$ cat config.mk
export PLATFORM = sky130hd
export DESIGN_NAME = multicycle_control_flat
export DESIGN_NICKNAME = d
export VERILOG_FILES = /design/src/rtl/multicycle_control_if.sv /design/src/rtl/multicycle_control.sv /design/src/flat_wrapper.sv
export SDC_FILE = /design/constraint.sdc
export NUM_CORES = 1
export LEC_CHECK = 0
export ABC_AREA = 1
export CAP_MARGIN = 20
export CELL_PAD_IN_SITES_DETAIL_PLACEMENT = 0
export CELL_PAD_IN_SITES_GLOBAL_PLACEMENT = 1
export CORE_ASPECT_RATIO = 1.75
export CORE_MARGIN = 5
export CORE_UTILIZATION = 27
export CTS_BUF_LIST = sky130_fd_sc_hd__clkbuf_4
export DETAILED_ROUTE_END_ITERATION = 10
export PLACE_DENSITY_LB_ADDON = 0.12
export SYNTH_ARGS = -nofsm -noshare
export SYNTH_HDL_FRONTEND = slang
export SYNTH_SLANG_ARGS = --single-unit
$ cat constraint.sdc
create_clock -name clk -period 1.6 [get_ports clk]
set_clock_uncertainty 0.15 [all_clocks]
set_input_delay 0.32 -clock clk [delete_from_list [all_inputs] [get_ports clk]]
set_output_delay 0.32 -clock clk [all_outputs]
set_load 0.05 [all_outputs]
$ cat src/rtl/multicycle_control_if.sv
// Control/datapath bundle for the multi-cycle MIPS main-control FSM.
// master = control unit (drives enables and selects), slave = datapath side.
interface multicycle_control_if;
  logic [5:0] OP;
  logic [5:0] Funct;
  logic       Zero;
  logic       mem_ready;
  logic       IorD;
  logic       MemRead;
  logic       MemWrite;
  logic       IRWrite;
  logic       RegDst;
  logic       MemtoReg;
  logic       RegWrite;
  logic       ULASrcA;
  logic [1:0] ULASrcB;
  logic [2:0] ULAControl;
  logic [1:0] PCSrc;
  logic       PCEn;
  logic       illegal_op;
  logic       bus_error;
  logic [3:0] state_o;

  modport master (
    input  OP, Funct, Zero, mem_ready,
    output IorD, MemRead, MemWrite, IRWrite, RegDst, MemtoReg, RegWrite,
           ULASrcA, ULASrcB, ULAControl, PCSrc, PCEn, illegal_op, bus_error,
           state_o
  );

  modport slave (
    output OP, Funct, Zero, mem_ready,
    input  IorD, MemRead, MemWrite, IRWrite, RegDst, MemtoReg, RegWrite,
           ULASrcA, ULASrcB, ULAControl, PCSrc, PCEn, illegal_op, bus_error,
           state_o
  );
endinterface

$ cat src/rtl/multicycle_control.sv
// Moore main-control FSM for the multi-cycle MIPS datapath, with memory-wait timeout.
// Optional bne support is enabled by defining MULTICYCLE_BNE_EN.
module multicycle_control #(
  parameter int TIMEOUT_CYCLES = 16,
  parameter int CNT_W          = 5
) (
  input  logic                 clk,
  input  logic                 rst_n,
  multicycle_control_if.master bus
);

  typedef enum logic [3:0] {
    S_FETCH  = 4'd0,
    S_DECODE = 4'd1,
    S_MEMADR = 4'd2,
    S_MEMRD  = 4'd3,
    S_MEMWB  = 4'd4,
    S_MEMWR  = 4'd5,
    S_EXEC   = 4'd6,
    S_ALUWB  = 4'd7,
    S_BRANCH = 4'd8,
    S_ADDIEX = 4'd9,
    S_ADDIWB = 4'd10,
    S_JUMP   = 4'd11,
    S_HALT   = 4'd12
  } state_t;

  localparam logic [5:0] OP_LW   = 6'b100011;
  localparam logic [5:0] OP_SW   = 6'b101011;
  localparam logic [5:0] OP_R    = 6'b000000;
  localparam logic [5:0] OP_BEQ  = 6'b000100;
  localparam logic [5:0] OP_BNE  = 6'b000101;
  localparam logic [5:0] OP_ADDI = 6'b001000;
  localparam logic [5:0] OP_J    = 6'b000010;

  localparam logic [2:0] ALU_AND = 3'b000;
  localparam logic [2:0] ALU_OR  = 3'b001;
  localparam logic [2:0] ALU_ADD = 3'b010;
  localparam logic [2:0] ALU_NOR = 3'b011;
  localparam logic [2:0] ALU_SUB = 3'b110;
  localparam logic [2:0] ALU_SLT = 3'b111;

  localparam logic [CNT_W-1:0] CNT_LAST = CNT_W'(TIMEOUT_CYCLES - 1);

  state_t           state_q, state_d;
  logic [CNT_W-1:0] cnt_q, cnt_d;
  logic             bus_error_q, bus_error_d;

  logic       iord, mem_read, mem_write, ir_write, reg_dst, memto_reg, reg_write;
  logic       src_a, pc_write, branch, br_cond, illegal, mem_wait, timeout;
  logic [1:0] src_b, pc_src;
  logic [2:0] alu_ctl;
  logic [2:0] funct_alu;
  logic       funct_ok;

  always_comb begin
    funct_alu = ALU_ADD;
    funct_ok  = 1'b1;
    case (bus.Funct)
      6'b100000: funct_alu = ALU_ADD;
      6'b100010: funct_alu = ALU_SUB;
      6'b100100: funct_alu = ALU_AND;
      6'b100101: funct_alu = ALU_OR;
      6'b100111: funct_alu = ALU_NOR;
      6'b101010: funct_alu = ALU_SLT;
      default:   funct_ok  = 1'b0;
    endcase
  end

  // Branch sense: beq takes on Zero; bne (when enabled) on ~Zero.
  always_comb begin
    br_cond = bus.Zero;
`ifdef MULTICYCLE_BNE_EN
    if (bus.OP == OP_BNE) br_cond = ~bus.Zero;
`endif
  end

  always_comb begin
    state_d   = state_q;
    iord      = 1'b0;
    mem_read  = 1'b0;
    mem_write = 1'b0;
    ir_write  = 1'b0;
    reg_dst   = 1'b0;
    memto_reg = 1'b0;
    reg_write = 1'b0;
    src_a     = 1'b0;
    src_b     = 2'b00;
    alu_ctl   = 3'b000;
    pc_src    = 2'b00;
    pc_write  = 1'b0;
    branch    = 1'b0;
    illegal   = 1'b0;
    mem_wait  = 1'b0;

    case (state_q)
      S_FETCH: begin
        mem_read = 1'b1;
        src_b    = 2'b01;
        alu_ctl  = ALU_ADD;
        // PC+4 and IR load commit together, only once memory delivers.
        if (bus.mem_ready) begin
          ir_write = 1'b1;
          pc_write = 1'b1;
          state_d  = S_DECODE;
        end else begin
          mem_wait = 1'b1;
        end
      end
      S_DECODE: begin
        src_b   = 2'b11;
        alu_ctl = ALU_ADD;
        case (bus.OP)
          OP_LW, OP_SW: state_d = S_MEMADR;
          OP_R:         state_d = S_EXEC;
          OP_BEQ:       state_d = S_BRANCH;
`ifdef MULTICYCLE_BNE_EN
          OP_BNE:       state_d = S_BRANCH;
`endif
          OP_ADDI:      state_d = S_ADDIEX;
          OP_J:         state_d = S_JUMP;
          default: begin
            illegal = 1'b1;
            state_d = S_FETCH;
          end
        endcase
      end
      S_MEMADR: begin
        src_a   = 1'b1;
        src_b   = 2'b10;
        alu_ctl = ALU_ADD;
        state_d = (bus.OP == OP_LW) ? S_MEMRD : S_MEMWR;
      end
      S_MEMRD: begin
        iord     = 1'b1;
        mem_read = 1'b1;
        if (bus.mem_ready) state_d = S_MEMWB;
        else               mem_wait = 1'b1;
      end
      S_MEMWB: begin
        reg_write = 1'b1;
        memto_reg = 1'b1;
        state_d   = S_FETCH;
      end
      S_MEMWR: begin
        iord      = 1'b1;
        mem_write = 1'b1;
        if (bus.mem_ready) state_d = S_FETCH;
        else               mem_wait = 1'b1;
      end
      S_EXEC: begin
        src_a   = 1'b1;
        alu_ctl = funct_alu;
        if (funct_ok) begin
          state_d = S_ALUWB;
        end else begin
          illegal = 1'b1;
          state_d = S_FETCH;
        end
      end
      S_ALUWB: begin
        reg_write = 1'b1;
        reg_dst   = 1'b1;
        state_d   = S_FETCH;
      end
      S_BRANCH: begin
        src_a   = 1'b1;
        alu_ctl = ALU_SUB;
        pc_src  = 2'b01;
        branch  = 1'b1;
        state_d = S_FETCH;
      end
      S_ADDIEX: begin
        src_a   = 1'b1;
        src_b   = 2'b10;
        alu_ctl = ALU_ADD;
        state_d = S_ADDIWB;
      end
      S_ADDIWB: begin
        reg_write = 1'b1;
        state_d   = S_FETCH;
      end
      S_JUMP: begin
        pc_src   = 2'b10;
        pc_write = 1'b1;
        state_d  = S_FETCH;
      end
      S_HALT:  state_d = S_HALT;
      default: state_d = S_FETCH;
    endcase

    // The timeout cycle is the TIMEOUT_CYCLES-th consecutive stalled cycle.
    timeout = mem_wait && (cnt_q == CNT_LAST);
    if (timeout) state_d = S_HALT;
    bus_error_d = bus_error_q | timeout;

    if (state_d != state_q) cnt_d = '0;
    else if (mem_wait)      cnt_d = cnt_q + CNT_W'(1);
    else                    cnt_d = cnt_q;
  end

  always_ff @(posedge clk or negedge rst_n) begin
    if (!rst_n) begin
      state_q     <= S_FETCH;
      cnt_q       <= '0;
      bus_error_q <= 1'b0;
    end else begin
      state_q     <= state_d;
      cnt_q       <= cnt_d;
      bus_error_q <= bus_error_d;
    end
  end

  assign bus.IorD       = iord;
  assign bus.MemRead    = mem_read;
  assign bus.MemWrite   = mem_write;
  assign bus.IRWrite    = ir_write;
  assign bus.RegDst     = reg_dst;
  assign bus.MemtoReg   = memto_reg;
  assign bus.RegWrite   = reg_write;
  assign bus.ULASrcA    = src_a;
  assign bus.ULASrcB    = src_b;
  assign bus.ULAControl = alu_ctl;
  assign bus.PCSrc      = pc_src;
  assign bus.PCEn       = pc_write | (branch & br_cond);
  assign bus.illegal_op = illegal & rst_n;
  assign bus.bus_error  = bus_error_q;
  assign bus.state_o    = state_q;

endmodule
$ cat src/flat_wrapper.sv
// flat-port wrapper written by rule: the top's interface ports become plain ports
module multicycle_control_flat 
#(
  parameter int TIMEOUT_CYCLES = 16,
  parameter int CNT_W          = 5
)
  (clk, rst_n, bus_OP, bus_Funct, bus_Zero, bus_mem_ready, bus_IorD, bus_MemRead, bus_MemWrite, bus_IRWrite, bus_RegDst, bus_MemtoReg, bus_RegWrite, bus_ULASrcA, bus_ULASrcB, bus_ULAControl, bus_PCSrc, bus_PCEn, bus_illegal_op, bus_bus_error, bus_state_o);
  multicycle_control_if bus_i ();
  input  logic clk;
  input  logic rst_n;
  input wire logic [$bits(bus_i.OP)-1:0] bus_OP;
  input wire logic [$bits(bus_i.Funct)-1:0] bus_Funct;
  input wire logic [$bits(bus_i.Zero)-1:0] bus_Zero;
  input wire logic [$bits(bus_i.mem_ready)-1:0] bus_mem_ready;
  output wire logic [$bits(bus_i.IorD)-1:0] bus_IorD;
  output wire logic [$bits(bus_i.MemRead)-1:0] bus_MemRead;
  output wire logic [$bits(bus_i.MemWrite)-1:0] bus_MemWrite;
  output wire logic [$bits(bus_i.IRWrite)-1:0] bus_IRWrite;
  output wire logic [$bits(bus_i.RegDst)-1:0] bus_RegDst;
  output wire logic [$bits(bus_i.MemtoReg)-1:0] bus_MemtoReg;
  output wire logic [$bits(bus_i.RegWrite)-1:0] bus_RegWrite;
  output wire logic [$bits(bus_i.ULASrcA)-1:0] bus_ULASrcA;
  output wire logic [$bits(bus_i.ULASrcB)-1:0] bus_ULASrcB;
  output wire logic [$bits(bus_i.ULAControl)-1:0] bus_ULAControl;
  output wire logic [$bits(bus_i.PCSrc)-1:0] bus_PCSrc;
  output wire logic [$bits(bus_i.PCEn)-1:0] bus_PCEn;
  output wire logic [$bits(bus_i.illegal_op)-1:0] bus_illegal_op;
  output wire logic [$bits(bus_i.bus_error)-1:0] bus_bus_error;
  output wire logic [$bits(bus_i.state_o)-1:0] bus_state_o;
  assign bus_i.OP = bus_OP;
  assign bus_i.Funct = bus_Funct;
  assign bus_i.Zero = bus_Zero;
  assign bus_i.mem_ready = bus_mem_ready;
  assign bus_IorD = bus_i.IorD;
  assign bus_MemRead = bus_i.MemRead;
  assign bus_MemWrite = bus_i.MemWrite;
  assign bus_IRWrite = bus_i.IRWrite;
  assign bus_RegDst = bus_i.RegDst;
  assign bus_MemtoReg = bus_i.MemtoReg;
  assign bus_RegWrite = bus_i.RegWrite;
  assign bus_ULASrcA = bus_i.ULASrcA;
  assign bus_ULASrcB = bus_i.ULASrcB;
  assign bus_ULAControl = bus_i.ULAControl;
  assign bus_PCSrc = bus_i.PCSrc;
  assign bus_PCEn = bus_i.PCEn;
  assign bus_illegal_op = bus_i.illegal_op;
  assign bus_bus_error = bus_i.bus_error;
  assign bus_state_o = bus_i.state_o;
  multicycle_control #(.TIMEOUT_CYCLES(TIMEOUT_CYCLES), .CNT_W(CNT_W)) u_core (.clk(clk), .rst_n(rst_n), .bus(bus_i));
endmodule
After elaboration in Yosys (flattened, before gate mapping):

Cells that the tools add are included.

* register bits after elaboration: 10
* output and inout port bits: 22
* input port bits: 16

* equality and inequality tests: 25
* bitwise logic cells: 4
* add/sub/neg operators: 1
* multiplexer cells: 31
* reductions and logical operators: 14

Operator list (count)
* $eq 6x6->1 const B: 8
* $pmux 4 s8: 1
* $eq 4x4->1 const B: 5
* $pmux 4 s5: 1
* $eq 4x3->1 const B: 4
* $mux 4: 4
* $mux 1: 15
* $pmux 3 s5: 1
* $reduce_or 6->1: 2
* $mux 5: 2
* $pmux 3 s3: 1
* $eq 4x2->1 const B: 2
* $reduce_or 2->1: 4
* $reduce_or 4->1: 2
* $eq 6x2->1 const B: 1
* $eq 6x3->1 const B: 1
* $eq 6x4->1 const B: 1
* $logic_not 6->1: 1
* $mux 3: 2
* $pmux 2 s3: 1
* $reduce_or 3->1: 2
* $add 5x1->5 const B: 1
* $eq 5x4->1 const B: 1
* $eq 4x1->1 const B: 1
* other kinds (8): 11

Longest topological paths before layout:

* depth after elaboration: 8
* mapped depth: 13
* depth with buffers taken out: 13

Least setup slack after synthesis:

No wires, ideal clock.

* path kind: register -> output
* start: register u_core.state_q[3] (netlist: u_core.bus.state_o[3])
* end: output bus_ULAControl[2]
* setup slack: -1.356 ns
* data arrival time: 2.486 ns
* cell stages (with the launch flop): 7
* required time: 1.130 ns
* cell sequence: dfrtp_1 inv_1 nor2_1 inv_1 nor2_1 inv_1 o21ai_0

* word-level cells in the longest chain between the ends: 3
* elaborated cells on any way between the ends: 8
* classes of those cells: eq/ne (5); mux (1); reduce/logical (2)

RTL lines
* from (decl): RTL line multicycle_control.sv:45 `state_t state_q, state_d;`
* from (signal assigned): RTL line multicycle_control.sv:208 `state_q <= state_d;`
* $eq 4x2->1, or another cell as far along: RTL line multicycle_control.sv:96 `case (state_q)`
* $reduce_or 4->1 (no source line)
* $pmux 3 s3 *: RTL line multicycle_control.sv:96
* to (decl): RTL line flat_wrapper.sv:24 `output wire logic [$bits(bus_i.ULAControl)-1:0] bus_ULAControl;`

Mark *: on every way between the ends. The rest lies on a longest branch, timed or not.

Worst setup path in the final report:

* start: register u_core.state_q[3] (netlist: u_core.bus.state_o[3])
* end: register u_core.cnt_q[1]

* word-level cells in the longest chain between the ends: 7
* elaborated cells on any way between the ends: 19
* classes of those cells: eq/ne (8); mux (7); reduce/logical (4)

RTL lines
* $eq 4x2->1, or another cell as far along: RTL line multicycle_control.sv:96
* $reduce_or 3->1 (no source line)
* $mux 1
* $logic_and 1x1->1: RTL line multicycle_control.sv:193 `timeout = mem_wait && (cnt_q == CNT_LAST);`
* $mux 4: RTL line multicycle_control.sv:194 `if (timeout) state_d = S_HALT;`
* $ne 4x4->1: RTL line multicycle_control.sv:197 `if (state_d != state_q) cnt_d = '0;`
* $mux 5 / $reduce_bool 2->1 (equally long branches)
* to (signal assigned): RTL line multicycle_control.sv:209 `cnt_q <= cnt_d;`
* to (decl): RTL line multicycle_control.sv:46 `logic [CNT_W-1:0] cnt_q, cnt_d;`

Parallel ways exist; a longest one is shown, timed or not.
A chain may end at the register's enable or synchronous reset.

==> impl_metrics.py <==
metrics = {
    "clock_network": {
        "path_clk_slew_ns": 0.07,
        "cts_tree": "built",
        "ctsHoldBuffers": 0,
        "cts_made_buffers": 3,
        "clock_path_buffers": 2,
        "htree_levels": 1,
        "insertion_delay_ns": 0.27,
        "cts_sinks": 10,
        "clock-root-buffer": "clkbuf_4",
    },
    "floorplanning": {
        "die_x_um": 57.2,
        "rows": 30,
        "ios": 38,
        "initial_utilization_pct": 27.5,
        "core_sq_um": 3830,
        "die_h_um": 92.5,
        "dieArea_sq_um": 5290,
    },
    "logic_synthesis": {
        "synth_nets": 197,
        "ys_types": 23,
        "synth_area_sq_um": 1050,
        "ys_seq_area_share_pct": 23.8,
        "synth_seq_cells": 10,
        "yosysWarningCount": 0,
        "syn_inst": 179,
        "synth_area_per_cell_sq_um": 5.87,
    },
    "detailed_routing": {
        "drc_errors": 0,
        "drt-wirelength-per-cell_um": 14.1,
        "via_per_inst": 4.72,
        "first_pass_iters": 4,
        "drt_iter0_drc": 40,
        "via_count": 1628,
        "wl_um": 4860,
        "antenna_left": 0,
    },
    "placed_design": {
        "gp_congestion": 0.824,
        "placed_area_sq_um": 2200,
        "io_buffer_count": 37,
        "hpwl_um": 3250,
    },
    "worst_setup_path": {
        "end_kind": "register",
        "cpMostUsedCell": "nand3_4",
        "path_cells": "nor2_4, buf_12, buf_8, nand2_8, nand3_4, nand3_4, nand4_1, nand2_1, nor2_2, nand3_4, nor2_2",
        "critical_path_class": "register to register",
        "cp_max_fo": 5,
        "start_kind": "register",
        "cp_slowest_cell": "dfrtp_4",
        "cpPeakStageDelay_ns": 0.54,
        "required_ns": 1.64,
        "arrival_ns": 2.15,
    },
    "job": {
        "max_cap_violations": 0,
    },
    "global_routing": {
        "grt_max_degree": 11,
        "overflow": 0,
        "grt_pass1_vias": 1721,
        "grt_pass1_wl_um": 7280,
        "grtUsageTotal_pct": 17.0,
        "antenna_found_initial": 0,
    },
    "timing": {
        "setup_slack_ns": -0.509,
        "period_minus_slack_ns": 2.11,
        "fmax_mhz": 474,
        "setup_tns_ns": -10.74,
        "max_slew.worst_pin.slew_ns": 0.220,
        "hold_viol": 0,
        "rsz0062_at_grt": "true",
        "fin_crit_sh_pct": 132,
        "max-slew-margin-rel_pct": 85.3,
        "setup_viol": 28,
        "slew_viol_final": 0,
    },
    "power_and_ir_drop": {
        "p_per_area_nw_per_um2": 740,
        "p_leak_nw": 1.38,
        "power_w": 0.00211,
        "ir_drop_mv": 0.779,
    },
    "worst_hold_path": {
        "worstHoldPathType": "input pin to asynchronous set/reset pin",
    },
    "status": {
        "violations": "setup timing",
        "outcome": "finished, violations left",
    },
    "layout": {
        "final_cell_area_sq_um": 2850,
        "drive_gt1_share_pct": 66.3,
        "fin_nets": 316,
        "n_antenna_cell": 0,
        "syn_to_final_growth_pct": 171,
    },
}
-- cells in the mapped netlist --
library cell / instances / area (sq um)
o22ai_1: 1 / 6.26
nand4_1: 5 / 31.3
a21oi_1: 4 / 20.0
nand3_1: 21 / 105
xor2_1: 1 / 8.76
nand2_2: 5 / 31.3
xnor2_1: 2 / 17.5
nand3_4: 1 / 17.5
dfrtp_1: 10 / 250
a31oi_1: 1 / 6.26
inv_1: 34 / 128
nor2_1: 34 / 128
mux2_2: 1 / 11.3
inv_2: 3 / 11.3
and2_1: 1 / 6.26
clkinv_1: 1 / 3.75
o21ai_0: 4 / 20.0
nor2_4: 1 / 11.3
nand3_2: 3 / 30.0
a211o_1: 1 / 8.76
nor2_2: 5 / 31.3
nand2_1: 38 / 143
ha_1: 2 / 25.0
-- what timing repair did --
action | in CTS | in global routing
endpoints found under the hold margin | 0 | 0
gates resized for setup | 67 | 55
endpoints found under the setup margin | 25 | 31
setup buffers | 21 | 13
gates cloned | 1 | 0
pin swaps | 23 | 28
-- worst paths after layout --
path	from	end	slack [ns]	cells after the start
setup / recovery	u_core.bus.state_o[3]	u_core.cnt_q[1]	-0.51	11
hold / removal	rst_n	u_core.bus.state_o[0]	0.27	2
setup reg to reg	u_core.bus.state_o[3]	u_core.cnt_q[1]	-0.51	11
hold reg to reg	u_core.bus.bus_error	u_core.bus.bus_error	0.39	2
max in group asynchronous	rst_n	u_core.bus.state_o[2]	0.87	2
min in group clk	u_core.bus.bus_error	u_core.bus.bus_error	0.39	2
-- where the power goes --
group	total [W]	internal (W)	leakage, nW	switching (W)
Sequential	0.000321	0.000286	0.125	0.0000351
Combinational	0.00159	0.000786	1.24	0.000804
Clock	0.000195	0.000113	0.0184	0.0000823
-- state kept, by name, indices dropped and copies added (netlist names) --
register,flops
u_core.bus.bus_error,1
u_core.bus.state_o,4
u_core.cnt_q,5
-- cell families after synthesis --
family	Yosys count	synth area share, %
buf+inv	38	13.6
fa+ha+maj	2	2.38
mux	1	1.07
xor+xnor	3	2.50
simple gates	114	50.8
compound gates	11	5.83
flops	10	23.8
-- final cells by class --
class / count / area [sq um]
Sequential cell: 10 / 263
Fill cell: 281 / 983
Clock buffer: 4 / 30.0
Timing Repair Buffer: 113 / 1290
Inverter: 38 / 163
Multi-Input combinational cell: 132 / 1040
Tap cell: 48 / 60.1
-- layer usage --
layer / up-vias / part of all wire (%) / GRT usage, %
met2: 37 / 63 / 36.9
li1: 799 / - / -
met4: 0 / 2.3 / 5.61
met5: - / 0 / 0
met3: 10 / 2.4 / 1.67
met1: 782 / 33 / 15.0
-- metrics by stage --
stage | utilization [%] | hold WS (ns) | std cells | setup slack (ns)
floorplan | - | -0.126 | 179 | -0.470
global placement | 57.5 | 0.364 | 316 | -0.558
detailed placement | 57.5 | 0.373 | 316 | -0.578
CTS | 68.1 | 0.258 | 340 | -0.496
global route | 74.3 | 0.287 | 345 | -0.597
finish | 74.3 | 0.273 | 345 | -0.509
-- layout by cell type, fill, tap and decap left out, types with 3 or more instances in the layout --
cell,n
nand2_4,6
dfrtp_4,3
dlygate4sd2_1,10
dfrtp_1,6
inv_2,10
buf_12,21
nor2_2,13
nand2_2,15
nor2_1,15
nor2_4,12
nand3_4,7
inv_1,20
buf_6,35
nand2_1,20
nand4_1,5
nand3_1,11
clkbuf_4,4
buf_4,40
inv_4,5
nand3_2,8
clkdlybuf4s50_1,3
-- worst max-delay path, delay by kind of cell, from the launching register on --
| kind | cells | cell delay [ns] |
|---|---|---|
| and+or+nand+nor | 9 | 1.11 |
| DFF | 1 | 0.54 |
| buffers and inverters | 2 | 0.24 |
No activity file was read; power rests on OpenSTA's default activity.
